<file path="src/rtl/cache_store_buffer_l1.sv">
// In-order store buffer between the core and the L1 store aligner; drains one entry per cycle.
// Latency: a store accepted at edge N is presented on drain_* from cycle N+1. Backpressure: st_ready_o drops when full or flushing.
module cache_store_buffer_l1 #(
    parameter int DEPTH      = 4,
    parameter int PTR_W      = 2,
    parameter int ADDR_WIDTH = 32
) (
    input  logic                  clk_i,
    input  logic                  rst_ni,
    input  logic                  st_valid_i,
    output logic                  st_ready_o,
    input  logic [ADDR_WIDTH-1:0] st_addr_i,
    input  logic [63:0]           st_data_i,
    input  logic [2:0]            st_funct3_i,
    output logic                  misalign_o,
    output logic                  drain_valid_o,
    input  logic                  drain_ready_i,
    output logic [ADDR_WIDTH-1:0] drain_addr_o,
    output logic [63:0]           drain_data_o,
    output logic [2:0]            drain_funct3_o,
    output logic [1:0]            drain_word_o,
    output logic [1:0]            drain_offset_o,
    input  logic                  ld_check_i,
    input  logic [ADDR_WIDTH-1:0] ld_addr_i,
    output logic                  ld_conflict_o,
    input  logic                  flush_i,
    output logic                  flush_done_o,
    output logic [PTR_W:0]        count_o,
    output logic                  empty_o
);

    typedef enum logic {RUN, FLUSH} state_t;

    localparam logic [PTR_W:0]        DEPTH_C   = (PTR_W+1)'(DEPTH);
    localparam logic [ADDR_WIDTH-1:0] LINE_MASK = ~ADDR_WIDTH'(7);

    logic [ADDR_WIDTH-1:0] addr_q [DEPTH];
    logic [63:0]           data_q [DEPTH];
    logic [2:0]            f3_q   [DEPTH];
    logic [DEPTH-1:0]      vld_q;

    logic [PTR_W-1:0] wr_ptr, rd_ptr;
    logic [PTR_W:0]   count_q;
    state_t           state_q, state_d;
    logic             done_d, flush_done_q, misalign_q;
    logic             accept, legal, push, pop;

    assign st_ready_o = (count_q < DEPTH_C) && (state_q == RUN);
    assign accept     = st_valid_i && st_ready_o;

    always_comb begin
        legal = 1'b1;
        case (st_funct3_i)
            3'b000:  legal = 1'b1;
            3'b001:  legal = (st_addr_i[0] == 1'b0);
            3'b010:  legal = (st_addr_i[1:0] == 2'b00);
            3'b011:  legal = (st_addr_i[2:0] == 3'b000);
            default: legal = 1'b0;
        endcase
    end

    assign push          = accept && legal;
    assign empty_o       = (count_q == '0);
    assign drain_valid_o = !empty_o;
    assign pop           = drain_valid_o && drain_ready_i;
    assign count_o       = count_q;
    assign misalign_o    = misalign_q;
    assign flush_done_o  = flush_done_q;

    assign drain_addr_o   = addr_q[rd_ptr];
    assign drain_data_o   = data_q[rd_ptr];
    assign drain_funct3_o = f3_q[rd_ptr];
    assign drain_word_o   = addr_q[rd_ptr][3:2];
    assign drain_offset_o = addr_q[rd_ptr][1:0];

    // Doubleword-granular compare; a same-cycle push is not yet in vld_q.
    always_comb begin
        ld_conflict_o = 1'b0;
        for (int i = 0; i < DEPTH; i++) begin
            if (vld_q[i] && (((addr_q[i] ^ ld_addr_i) & LINE_MASK) == '0))
                ld_conflict_o = ld_check_i;
        end
    end

    always_ff @(posedge clk_i or negedge rst_ni) begin
        if (!rst_ni) begin
            for (int i = 0; i < DEPTH; i++) begin
                addr_q[i] <= '0;
                data_q[i] <= '0;
                f3_q[i]   <= '0;
            end
            vld_q   <= '0;
            wr_ptr  <= '0;
            rd_ptr  <= '0;
            count_q <= '0;
        end else begin
            if (push) begin
                addr_q[wr_ptr] <= st_addr_i;
                data_q[wr_ptr] <= st_data_i;
                f3_q[wr_ptr]   <= st_funct3_i;
                vld_q[wr_ptr]  <= 1'b1;
                wr_ptr         <= wr_ptr + PTR_W'(1);
            end
            if (pop) begin
                vld_q[rd_ptr] <= 1'b0;
                rd_ptr        <= rd_ptr + PTR_W'(1);
            end
            case ({push, pop})
                2'b10:   count_q <= count_q + 1'b1;
                2'b01:   count_q <= count_q - 1'b1;
                default: count_q <= count_q;
            endcase
        end
    end

    always_comb begin
        state_d = state_q;
        done_d  = 1'b0;
        case (state_q)
            RUN: begin
                if (flush_i) state_d = FLUSH;
            end
            FLUSH: begin
                if (count_q == '0) begin
                    state_d = RUN;
                    done_d  = 1'b1;
                end
            end
            default: state_d = RUN;
        endcase
    end

    always_ff @(posedge clk_i or negedge rst_ni) begin
        if (!rst_ni) begin
            state_q      <= RUN;
            flush_done_q <= 1'b0;
            misalign_q   <= 1'b0;
        end else begin
            state_q      <= state_d;
            flush_done_q <= done_d;
            misalign_q   <= accept && !legal;
        end
    end

endmodule

</file>
<file path="config.mk">
export PLATFORM = sky130hd
export DESIGN_NAME = cache_store_buffer_l1
export DESIGN_NICKNAME = d
export VERILOG_FILES = /design/src/rtl/cache_store_buffer_l1.sv
export SDC_FILE = /design/constraint.sdc
export NUM_CORES = 1
export LEC_CHECK = 0
export CAP_MARGIN = 20
export CORE_MARGIN = 10
export CORE_UTILIZATION = 50
export DETAILED_ROUTE_END_ITERATION = 12
export GPL_TIMING_DRIVEN = 0
export PLACE_DENSITY = 0.73
export SETUP_SLACK_MARGIN = 0.4
export SLEW_MARGIN = 20
export SYNTH_ARGS = -nofsm -noshare
export SYNTH_HDL_FRONTEND = slang
export SYNTH_SLANG_ARGS = --single-unit
</file>
<file path="constraint.sdc">
create_clock -name clk_i -period 5.5 [get_ports clk_i]
set_clock_uncertainty 0.15 [all_clocks]
set_input_delay 1.375 -clock clk_i [delete_from_list [all_inputs] [get_ports clk_i]]
set_output_delay 1.375 -clock clk_i [all_outputs]
set_load 0.005 [all_outputs]
</file>
# ---- After elaboration in Yosys (flattened, before gate mapping)
# Index checks and enable logic that the tools add are counted.
dict set report totals {
  reg_bits 410
  latchBits 0
  mem_bits_rw 0
  rom_bits 0
  input_bits 137
  out_inout_bits 112
  wordCells 105
  n_memories 0
}
dict set report classes {
  add_sub_neg 4
  n_mul 0
  div_mod_pow 0
  magnitude_cmp 8
  eq_ne 5
  shift 0
  mux 35
  n_bitwise 11
  n_reduce_logical 23
}
# operator count
set op_table {}
lappend op_table {{256-bit bitwise mux} 1}
lappend op_table {{64-bit 2-to-1 mux} 3}
lappend op_table {{64-bit binary-select mux with 2-bit select} 1}
lappend op_table {{128-bit bitwise mux} 1}
lappend op_table {{64-bit demux with 2-bit select} 1}
lappend op_table {{32-bit logical NOT} 4}
lappend op_table {{32-bit XOR} 4}
lappend op_table {{32-bit 2-to-1 mux} 3}
lappend op_table {{32-bit binary-select mux with 2-bit select} 1}
lappend op_table {{32-bit demux with 2-bit select} 1}
lappend op_table {{12-bit bitwise mux} 1}
lappend op_table {{1-bit logical AND} 12}
lappend op_table {{1-bit 2-to-1 mux} 10}
lappend op_table {{3-bit logical NOT} 3}
lappend op_table {{3-bit 2-to-1 mux} 3}
lappend op_table {{4-bit 2-to-1 mux} 2}
lappend op_table {{3-bit binary-select mux with 2-bit select} 1}
lappend op_table {{3-bit demux with 2-bit select} 1}
lappend op_table {{3-bit by 2-bit equality test with 1-bit output, second input constant} 2}
lappend op_table {{3-bit >= comparator, second input constant} 2}
lappend op_table {{2-bit by 3-bit less-than comparator with 1-bit output, second input constant} 2}
lappend op_table {{2-bit inverter with 3-bit output} 2}
lappend op_table {{3-bit case mux with 2 select lines} 1}
lappend op_table {{2-bit by 1-bit adder with 2-bit output, second input constant} 2}
lappend op_table {{other kinds (18)} 22}

# ---- Logic depth before layout (Yosys ltp)
# Gate-level depths: netlist of run 1.
dict set report depth {
  word_depth 8
  mapped_depth 11
  depth_no_buf 10
}

# ---- Least setup slack after synthesis of run 1
# Ideal clock, no wire load.
dict set report synth_timing {
  path_kind {input-to-output}
  from {input ld_addr_i[30]}
  to {output ld_conflict_o}
  t_arrival_ns 2.337
  required_ns 3.975
  slack_ns 1.638
  cell_stages 6
  n_path_buf 1
  cell_sequence {clkbuf_1 -> xor2_1 -> nor4_1 -> nand4_1 -> nor4_1 -> o41a_1}
}
dict set report synth_via {
  elab_chain_len 7
}
# element line
set synth_lines {}
lappend synth_lines {{from (decl)} 24} ;# input logic [ADDR_WIDTH-1:0] ld_addr_i,
lappend synth_lines {{32-bit XOR} 80} ;# if (vld_q[i] && (((addr_q[i] ^ ld_addr_i) & LINE_MASK) == '0))
lappend synth_lines {{32-bit logical NOT} 80}
lappend synth_lines {{1-bit logical AND} 80}
lappend synth_lines {{1-bit 2-to-1 mux (3 in a row)} 80}
lappend synth_lines {{1-bit 2-to-1 mux (*)} 80}
lappend synth_lines {{to (decl)} 25} ;# output logic ld_conflict_o,
# Every way passes the cells marked *; elsewhere a longest branch is shown, timed or not.

# ---- Worst setup path after layout of run 1
dict set report layout_timing {
  from {register rd_ptr[1]}
  to {output drain_offset_o[0]}
}
dict set report layout_via {
  elab_chain_len 4
}
# element line
set layout_lines {}
lappend layout_lines {{from (decl)} 42} ;# logic [PTR_W-1:0] wr_ptr, rd_ptr;
lappend layout_lines {{from (signal assigned)} 106} ;# rd_ptr <= rd_ptr + PTR_W'(1);
lappend layout_lines {{2-bit inverter with 3-bit output (implied by the code)} 74} ;# assign drain_offset_o = addr_q[rd_ptr][1:0];
lappend layout_lines {{32-bit binary-select mux with 2-bit select} 74}
lappend layout_lines {{32-bit 2-to-1 mux (implied by the code) (2 in a row)} 74}
lappend layout_lines {{to (decl)} 22} ;# output logic [1:0] drain_offset_o,
# No other way between the ends. The select of a mux whose other input is x is not followed.

==> impl_metrics.py, run 1 <==
metrics = {
    "sta": {
        "hold_viol_final": 0,
        "period_share": 0.896,
        "period_minus_slack_ns": 4.93,
        "tightest_slew_ns": 0.861,
        "slew_violations": 0,
        "relSlewSlack": 0.426,
        "fmax_mhz": 203,
        "rsz0062_at_grt": "false",
        "setup_viol": 0,
    },
    "floorplan": {
        "num_rows": 75,
        "die_w_um": 225,
        "die_h_um": 225,
        "core-area_sq_mm": 0.0418,
        "start_util": 0.504,
        "design.portCount": 249,
        "die_area_sq_mm": 0.0507,
    },
    "synthesis": {
        "synth-simple-area-share": 0.0194,
        "yosys-mux-area-fraction": 0.386,
        "avgSynthCellArea_sq_um": 17.7,
        "yosys_warnings": 0,
        "yosysSeqAreaShare": 0.487,
        "synthAdderAreaFrac": 0.00630,
        "ys.flop_type": "dfrtp_1",
        "synth_common_cells": "410 x dfrtp_1, 392 x mux2_4, 99 x mux4_2",
        "netlist_area_sq_mm": 0.0211,
        "synth_top_family_by_area": "multiplexers",
        "synthTopCellsByArea": "dfrtp_1 49%, mux2_4 28%, mux4_2 11%, buf_12 3.5%, xor2_1 3.4%",
        "synth_nets": 1333,
        "async_flop_share": 1.00,
        "synthCells": 1186,
        "ys_ff_latch": 410,
        "ys_types": 30,
        "yosys.area.top_type": "dfrtp_1",
        "synth_edf_count": 0,
        "synth_top_area_share": 0.487,
        "synth_compound_area_frac": 0.00374,
        "synth_xor_area_frac": 0.0503,
        "synth_most_common_cell": "dfrtp_1",
    },
    "cts": {
        "ctsHoldBuffers": 0,
        "clk_path_buf_depth": 3,
        "path_clk_slew_ns": 0.06,
        "cts-root-buf": "clkbuf_16",
        "cts_tree": "done",
        "htreeDepth": 2,
        "clkLatencyLatePin_ns": 0.57,
        "post_cts_buffers": 0,
        "cts_made_buffers": 46,
        "cts_sinks": 410,
    },
    "global_route": {
        "gr-usage-met2": 0.326,
        "grt.met1_usage": 0.293,
        "overflow": 0,
        "grt.busiest_layer": "met2",
        "grt_max_degree": 100,
        "grt_pass1_vias": 13000,
        "track_usage": 0.212,
        "antenna_found_initial": 7,
        "gr-usage-met3": 0.0520,
        "grt_pass1_wl_um": 82100,
    },
    "pwr": {
        "peakVddDrop_mv": 0.253,
        "finalPower_w": 0.0105,
        "p_leak_nw": 13.1,
        "power.density_mw_per_mm2": 408,
    },
    "cells_and_area": {
        "fin_area_sq_mm": 0.0258,
        "postLayoutCoreUtil": 0.618,
        "area_delta_synth_final_pct": 22.6,
        "layout-drive-gt1-share": 0.421,
        "nNetsFinal": 1628,
        "fillers": 3054,
        "fin_cells": 2052,
    },
    "place": {
        "dpl.cell_count": 1972,
        "portBuffers": 243,
        "place_area_sq_mm": 0.0243,
        "hpwl_um": 36200,
        "place.gp.congestion": 0.873,
    },
    "detailed_routing": {
        "vias": 11400,
        "dr.pass1.iters": 5,
        "route.detailed.drc": 0,
        "final_antenna_net_count": 0,
        "wire_per_inst_um": 25.7,
        "avgViaCountPerCell": 5.56,
        "finalWirelength_um": 52800,
        "drt_iter0_drc": 769,
    },
    "min_path": {
        "worstHoldPathType": "reg -> reg",
    },
    "critical_path": {
        "critical_path_arrival_ns": 3.40,
        "cp-end-kind": "primary output",
        "path_class": "reg -> out",
        "path_max_fanout": 10,
        "start_kind": "flop",
        "worst_ep_required_time_ns": 3.97,
    },
    "job": {
        "maxCapViolations": 0,
    },
    "run_status": {
        "status": "finished, final reports clean",
    },
}
## logic make-up after synthesis
group,Yosys count
DFF,410
xor gates and xnor gates,121
buffers and inverters,83
adders and majority gates,10
muxes,492
AOI/OAI and AO/OA,10
and+or+nand+nor,60
## per-layer routing
metal | wire, um | vias up
li1 | - | 4949
met1 | 23700 | 6064
met3 | 3350 | 74
met5 | 81 | -
met2 | 24500 | 305
met4 | 1110 | 10
## layout by cell type (no fill, tap or decap), types with 5 or more instances in the layout
master	n
dlygate4sd2_1	19
dlymetal6s2s_1	9
clkbuf_1	28
nor4_1	9
xor2_1	82
buf_12	37
ha_1	9
nor2_1	5
dfrtp_1	410
and2_1	5
mux4_2	99
nor4_2	14
nand4_1	12
xnor2_1	39
clkbuf_8	12
inv_1	13
buf_2	10
buf_8	5
clkdlybuf4s50_1	214
mux2_4	392
clkbuf_16	47
## critical path, stage by stage (launching register included)
cell	delay, ns
dfrtp_1	0.37
clkbuf_1	0.66
clkbuf_1	0.69
mux4_2	0.50
buf_4	0.17
clkdlybuf4s50_1	0.44
## layout make-up
type | instances | area (sq um) | share of cell area
Sequential cell | 410 | 10300 | 0.398
Multi-Input combinational cell | 693 | 9910 | 0.384
Timing Repair Buffer | 247 | 2550 | 0.0987
Clock buffer | 72 | 1390 | 0.0539
Buffer | 70 | 937 | 0.0363
Tap cell | 539 | 674 | 0.0261
Inverter | 13 | 48.8 | 0.00189
Clock inverter | 4 | 30.0 | 0.00116
Antenna cell | 4 | 10.0 | 0.000388
## path summary, 6_finish.rpt
check                          start                 to  slack (ns)  cells after the start
min                          f3_q[5]            f3_q[5]        0.34                      1
max in group asynchronous     rst_ni        data_q[124]        3.39                      3
min reg2reg                  f3_q[5]            f3_q[5]        0.34                      1
max                        rd_ptr[1]  drain_offset_o[0]        0.57                      5
min in group asynchronous     rst_ni         addr_q[79]        0.53                      1
max reg2reg                rd_ptr[1]          rd_ptr[1]        2.81                      6
## per-stage QoR
step,hold WS [ns],setup slack [ns],TNS [ns]
after global placement,0.314,-14.93,-6100.80
after detailed placement,0.318,0.00476,0
final,0.337,0.574,0
after CTS,0.337,0.411,0
after floorplan,0.298,1.64,0
after global routing,0.347,0.424,0
## power by group
group | internal [W] | total [W] | switching, W
Combinational | 0.00209 | 0.00343 | 0.00133
Clock | 0.00172 | 0.00293 | 0.00121
Sequential | 0.00369 | 0.00416 | 0.000472
## state kept, by name, summed over array words and instances (netlist names), 2 cells and up
| signal | flops |
|---|---|
| addr_q | 128 |
| wr_ptr | 2 |
| rd_ptr | 2 |
| f3_q | 12 |
| data_q | 256 |
| vld_q | 4 |
| count_o | 3 |
## timing repair
action,CTS,global route
resized for setup,32,12
setup endpoints to repair,1,1
pin swaps,8,6
No activity file was read; power rests on OpenSTA's default activity.
==> run 2, diff against run 1 <==
--- a/config.mk
+++ b/config.mk
@@ -5,6 +5,7 @@
 export SDC_FILE = /design/constraint.sdc
 export NUM_CORES = 1
 export LEC_CHECK = 0
+export ABC_AREA = 1
 export CAP_MARGIN = 20
 export CORE_MARGIN = 10
 export CORE_UTILIZATION = 50
==> run 2 against run 1 <==
Against the previous run: core utilization increased by 0.82 points; combinational power increased by 64%; clock power increased by 8.9%; critical endpoint is now drain_addr_o[18]; die area decreased by 4.4%; sequential share of layout area increased by 1.6 points; count of clock-buffer cells in the layout decreased by 11; design area decreased by 3.8%; first-iteration DRC count increased to 3.5 times the previous value; fmax decreased by 3.5%; global-route usage increased by 10 points.
==> impl_metrics.py, run 2 <==
metrics = {
    "run_status": {
        "status": "finished, final reports clean",
    },
    "pwr": {
        "clkPwrFrac": 0.237,
        "peakVddDrop_mv": 0.327,
        "switching_share": 0.388,
        "p_leak_nw": 12.9,
        "pwr-share-comb": 0.419,
        "intPower_w": 0.00823,
        "power.density_mw_per_mm2": 541,
        "power.sequential.fraction": 0.344,
        "finalPower_w": 0.0134,
        "p_sw_w": 0.00521,
    },
    "synthesis": {
        "synth_top_area_share": 0.512,
        "synthTopCellsByArea": "dfrtp_1 51%, nand2_1 23%, o21ai_0 7.1%, nor2_1 4.0%, inv_1 3.1%",
        "yosys_warnings": 0,
        "yosys-mux-area-fraction": 0,
        "synth_top_family_by_area": "simple AND/OR/NAND/NOR gates",
        "synth_nets": 2861,
        "synth_xor_area_frac": 0.0114,
        "ys_ff_latch": 410,
        "synth_most_common_cell": "nand2_1",
        "synth-simple-area-share": 0.285,
        "ys_types": 28,
        "synthCells": 2714,
        "avgSynthCellArea_sq_um": 7.39,
        "yosysSeqAreaShare": 0.512,
        "async_flop_share": 1.00,
        "synth_edf_count": 0,
        "synthAdderAreaFrac": 0.00662,
        "yosys.area.top_type": "dfrtp_1",
        "synth_common_cells": "1253 x nand2_1, 410 x dfrtp_1, 283 x o21ai_0",
        "netlist_area_sq_mm": 0.0200,
        "ys.flop_type": "dfrtp_1",
        "synth_compound_area_frac": 0.117,
    },
    "global_route": {
        "antenna_found_initial": 5,
        "grt_pass1_vias": 19400,
        "grt_pass1_wl_um": 117000,
        "overflow": 0,
        "track_usage": 0.314,
        "grt_max_degree": 95,
    },
    "detailed_routing": {
        "dr.pass1.iters": 5,
        "wire_per_inst_um": 21.6,
        "avgViaCountPerCell": 5.62,
        "finalWirelength_um": 77200,
        "vias": 20100,
        "drt_iter0_drc": 2665,
        "final_antenna_net_count": 0,
        "route.detailed.drc": 0,
    },
    "cts": {
        "cts_tree": "done",
        "post_cts_buffers": 0,
        "ctsHoldBuffers": 0,
        "cts_sinks": 410,
        "clk_path_buf_depth": 3,
        "cts-root-buf": "clkbuf_16",
        "cts_made_buffers": 45,
        "clkLatencyLatePin_ns": 0.59,
        "htreeDepth": 2,
        "path_clk_slew_ns": 0.06,
    },
    "floorplan": {
        "design.portCount": 249,
        "core-area_sq_mm": 0.0396,
        "die_area_sq_mm": 0.0485,
        "die_h_um": 220,
        "die_w_um": 220,
        "start_util": 0.506,
        "num_rows": 73,
    },
    "sta": {
        "setup_viol": 0,
        "period_share": 0.928,
        "relSlewSlack": 0.425,
        "hold_viol_final": 0,
        "tightest_slew_ns": 0.863,
        "slew_violations": 0,
        "rsz0062_at_grt": "true",
        "hold_ws_ns": 0.319,
        "fmax_mhz": 196,
        "period_minus_slack_ns": 5.11,
    },
    "critical_path": {
        "r2r_slack_ns": 2.95,
        "cp-end-kind": "primary output",
        "worst_ep_required_time_ns": 3.97,
        "worst_path_max_delay_cell": "clkbuf_1",
        "crit_top_cell": "a21oi_1",
        "worstPathCellList": "inv_1 -> clkbuf_2 -> clkbuf_1 -> a21oi_1 -> a21oi_1 -> clkdlybuf4s50_1",
        "cpLargestDelayFamily": "buffers and inverters",
        "critical_path_arrival_ns": 3.58,
        "critPathMaxStageDelay_ns": 0.70,
        "start_kind": "flop",
        "crit_buf_inv": 4,
        "path_max_fanout": 10,
        "path_class": "reg -> out",
    },
    "place": {
        "hpwl_um": 54300,
        "place.gp.congestion": 1.02,
        "portBuffers": 242,
    },
    "cells_and_area": {
        "reg_top3": "data_q: 256 flops, addr_q: 128 flops, f3_q: 12 flops",
        "layout_commonest_cell": "nand2_1",
        "area_delta_synth_final_pct": 23.8,
        "largest_reg_flops": 256,
        "regMostFlops": "data_q",
        "nNetsFinal": 3154,
        "layout-drive-gt1-share": 0.0526,
        "final_cell_mix": "1253 x nand2_1, 410 x dfrtp_1, 283 x o21ai_0, 232 x clkdlybuf4s50_1, 209 x nor2_1",
    },
    "min_path": {
        "worstHoldPathType": "reg -> reg",
    },
    "job": {
        "maxCapViolations": 0,
    },
}
[run 2: cell types whose count changed after synthesis, sizes merged, moves of 80 or more]
cell	change
inv	+155
o21ai	+294
mux2	-392
mux4	-99
nand2	+1251
xor2	-80
nor2	+206
[run 2: worst paths after layout]
kind                               endpoint  cells after the start       start
min in group asynchronous        addr_q[17]                      1      rst_ni
hold / removal                      f3_q[8]                      2     f3_q[8]
hold reg to reg                     f3_q[8]                      2     f3_q[8]
max in group asynchronous        data_q[42]                      3      rst_ni
setup reg to reg                 addr_q[81]                      7  count_o[2]
setup / recovery           drain_addr_o[18]                      6   rd_ptr[0]
[run 2: timing repair]
action | 4_1_cts | 5_1_grt
pin swaps | 1 | 0
endpoints found under the setup margin | 72 | 19
gates resized for setup | 13 | 26
[run 2: power by group through the flow]
stage	registers (W)	clock network (W)	logic (W)
2_1_floorplan	0.00445	0	0.00284
5_1_grt	0.00472	0.00333	0.00617
4_1_cts	0.00459	0.00320	0.00559
6_report	0.00462	0.00319	0.00563
3_5_place_dp	0.00462	0	0.00554
3_3_place_gp	0.00462	0	0.00545
[run 2: cell type report]
type	instances	area, sq um
fill	3605	14800
sequential	410	10300
multi-input combinational	1981	8440
timing repair buffer	246	2540
clock buffer	61	1250
buffer	152	728
tap	525	657
inverter	171	648
clock inverter	21	297
antenna	1	2.50
[run 2: routing by layer]
| layer | track usage | vias up | share of wire |
|---|---|---|---|
| met2 | 0.493 | 1144 | 0.46 |
| met3 | 0.0716 | 192 | 0.10 |
| li1 | - | 9077 | - |
| met4 | 0.130 | 8 | 0.039 |
| met5 | 0 | - | 0.00082 |
| met1 | 0.415 | 9631 | 0.39 |
[run 2: logic make-up (layout without fill, tap and decap cells)]
kind of cell	count (synthesis)	in the layout
AOI/OAI and AO/OA	449	449
DFF	410	410
buffers and inverters	323	651
xor gates and xnor gates	26	26
other	0	1
adders and majority gates	10	10
and+or+nand+nor	1496	1496
[run 2: tightest hold or removal path, delay by kind of cell, from the launching register on]
kind                   cells  cell delay (ns)
buffers and inverters      1             0.04
flip-flops                 1             0.34
AND/OR/NAND/NOR            1             0.05
[run 2: stage by stage]
step	worst slack [ns]	instance area, sq um	TNS (ns)	util	cells
after floorplan	1.73	20000	0	-	2714
after CTS	0.418	24800	0	0.625	3567
after detailed placement	0.326	23200	0	0.586	3485
after global routing	0.344	24800	0	0.626	3567
final	0.395	24800	0	0.626	3568
after global placement	-15.35	23100	-6264.21	0.583	3481
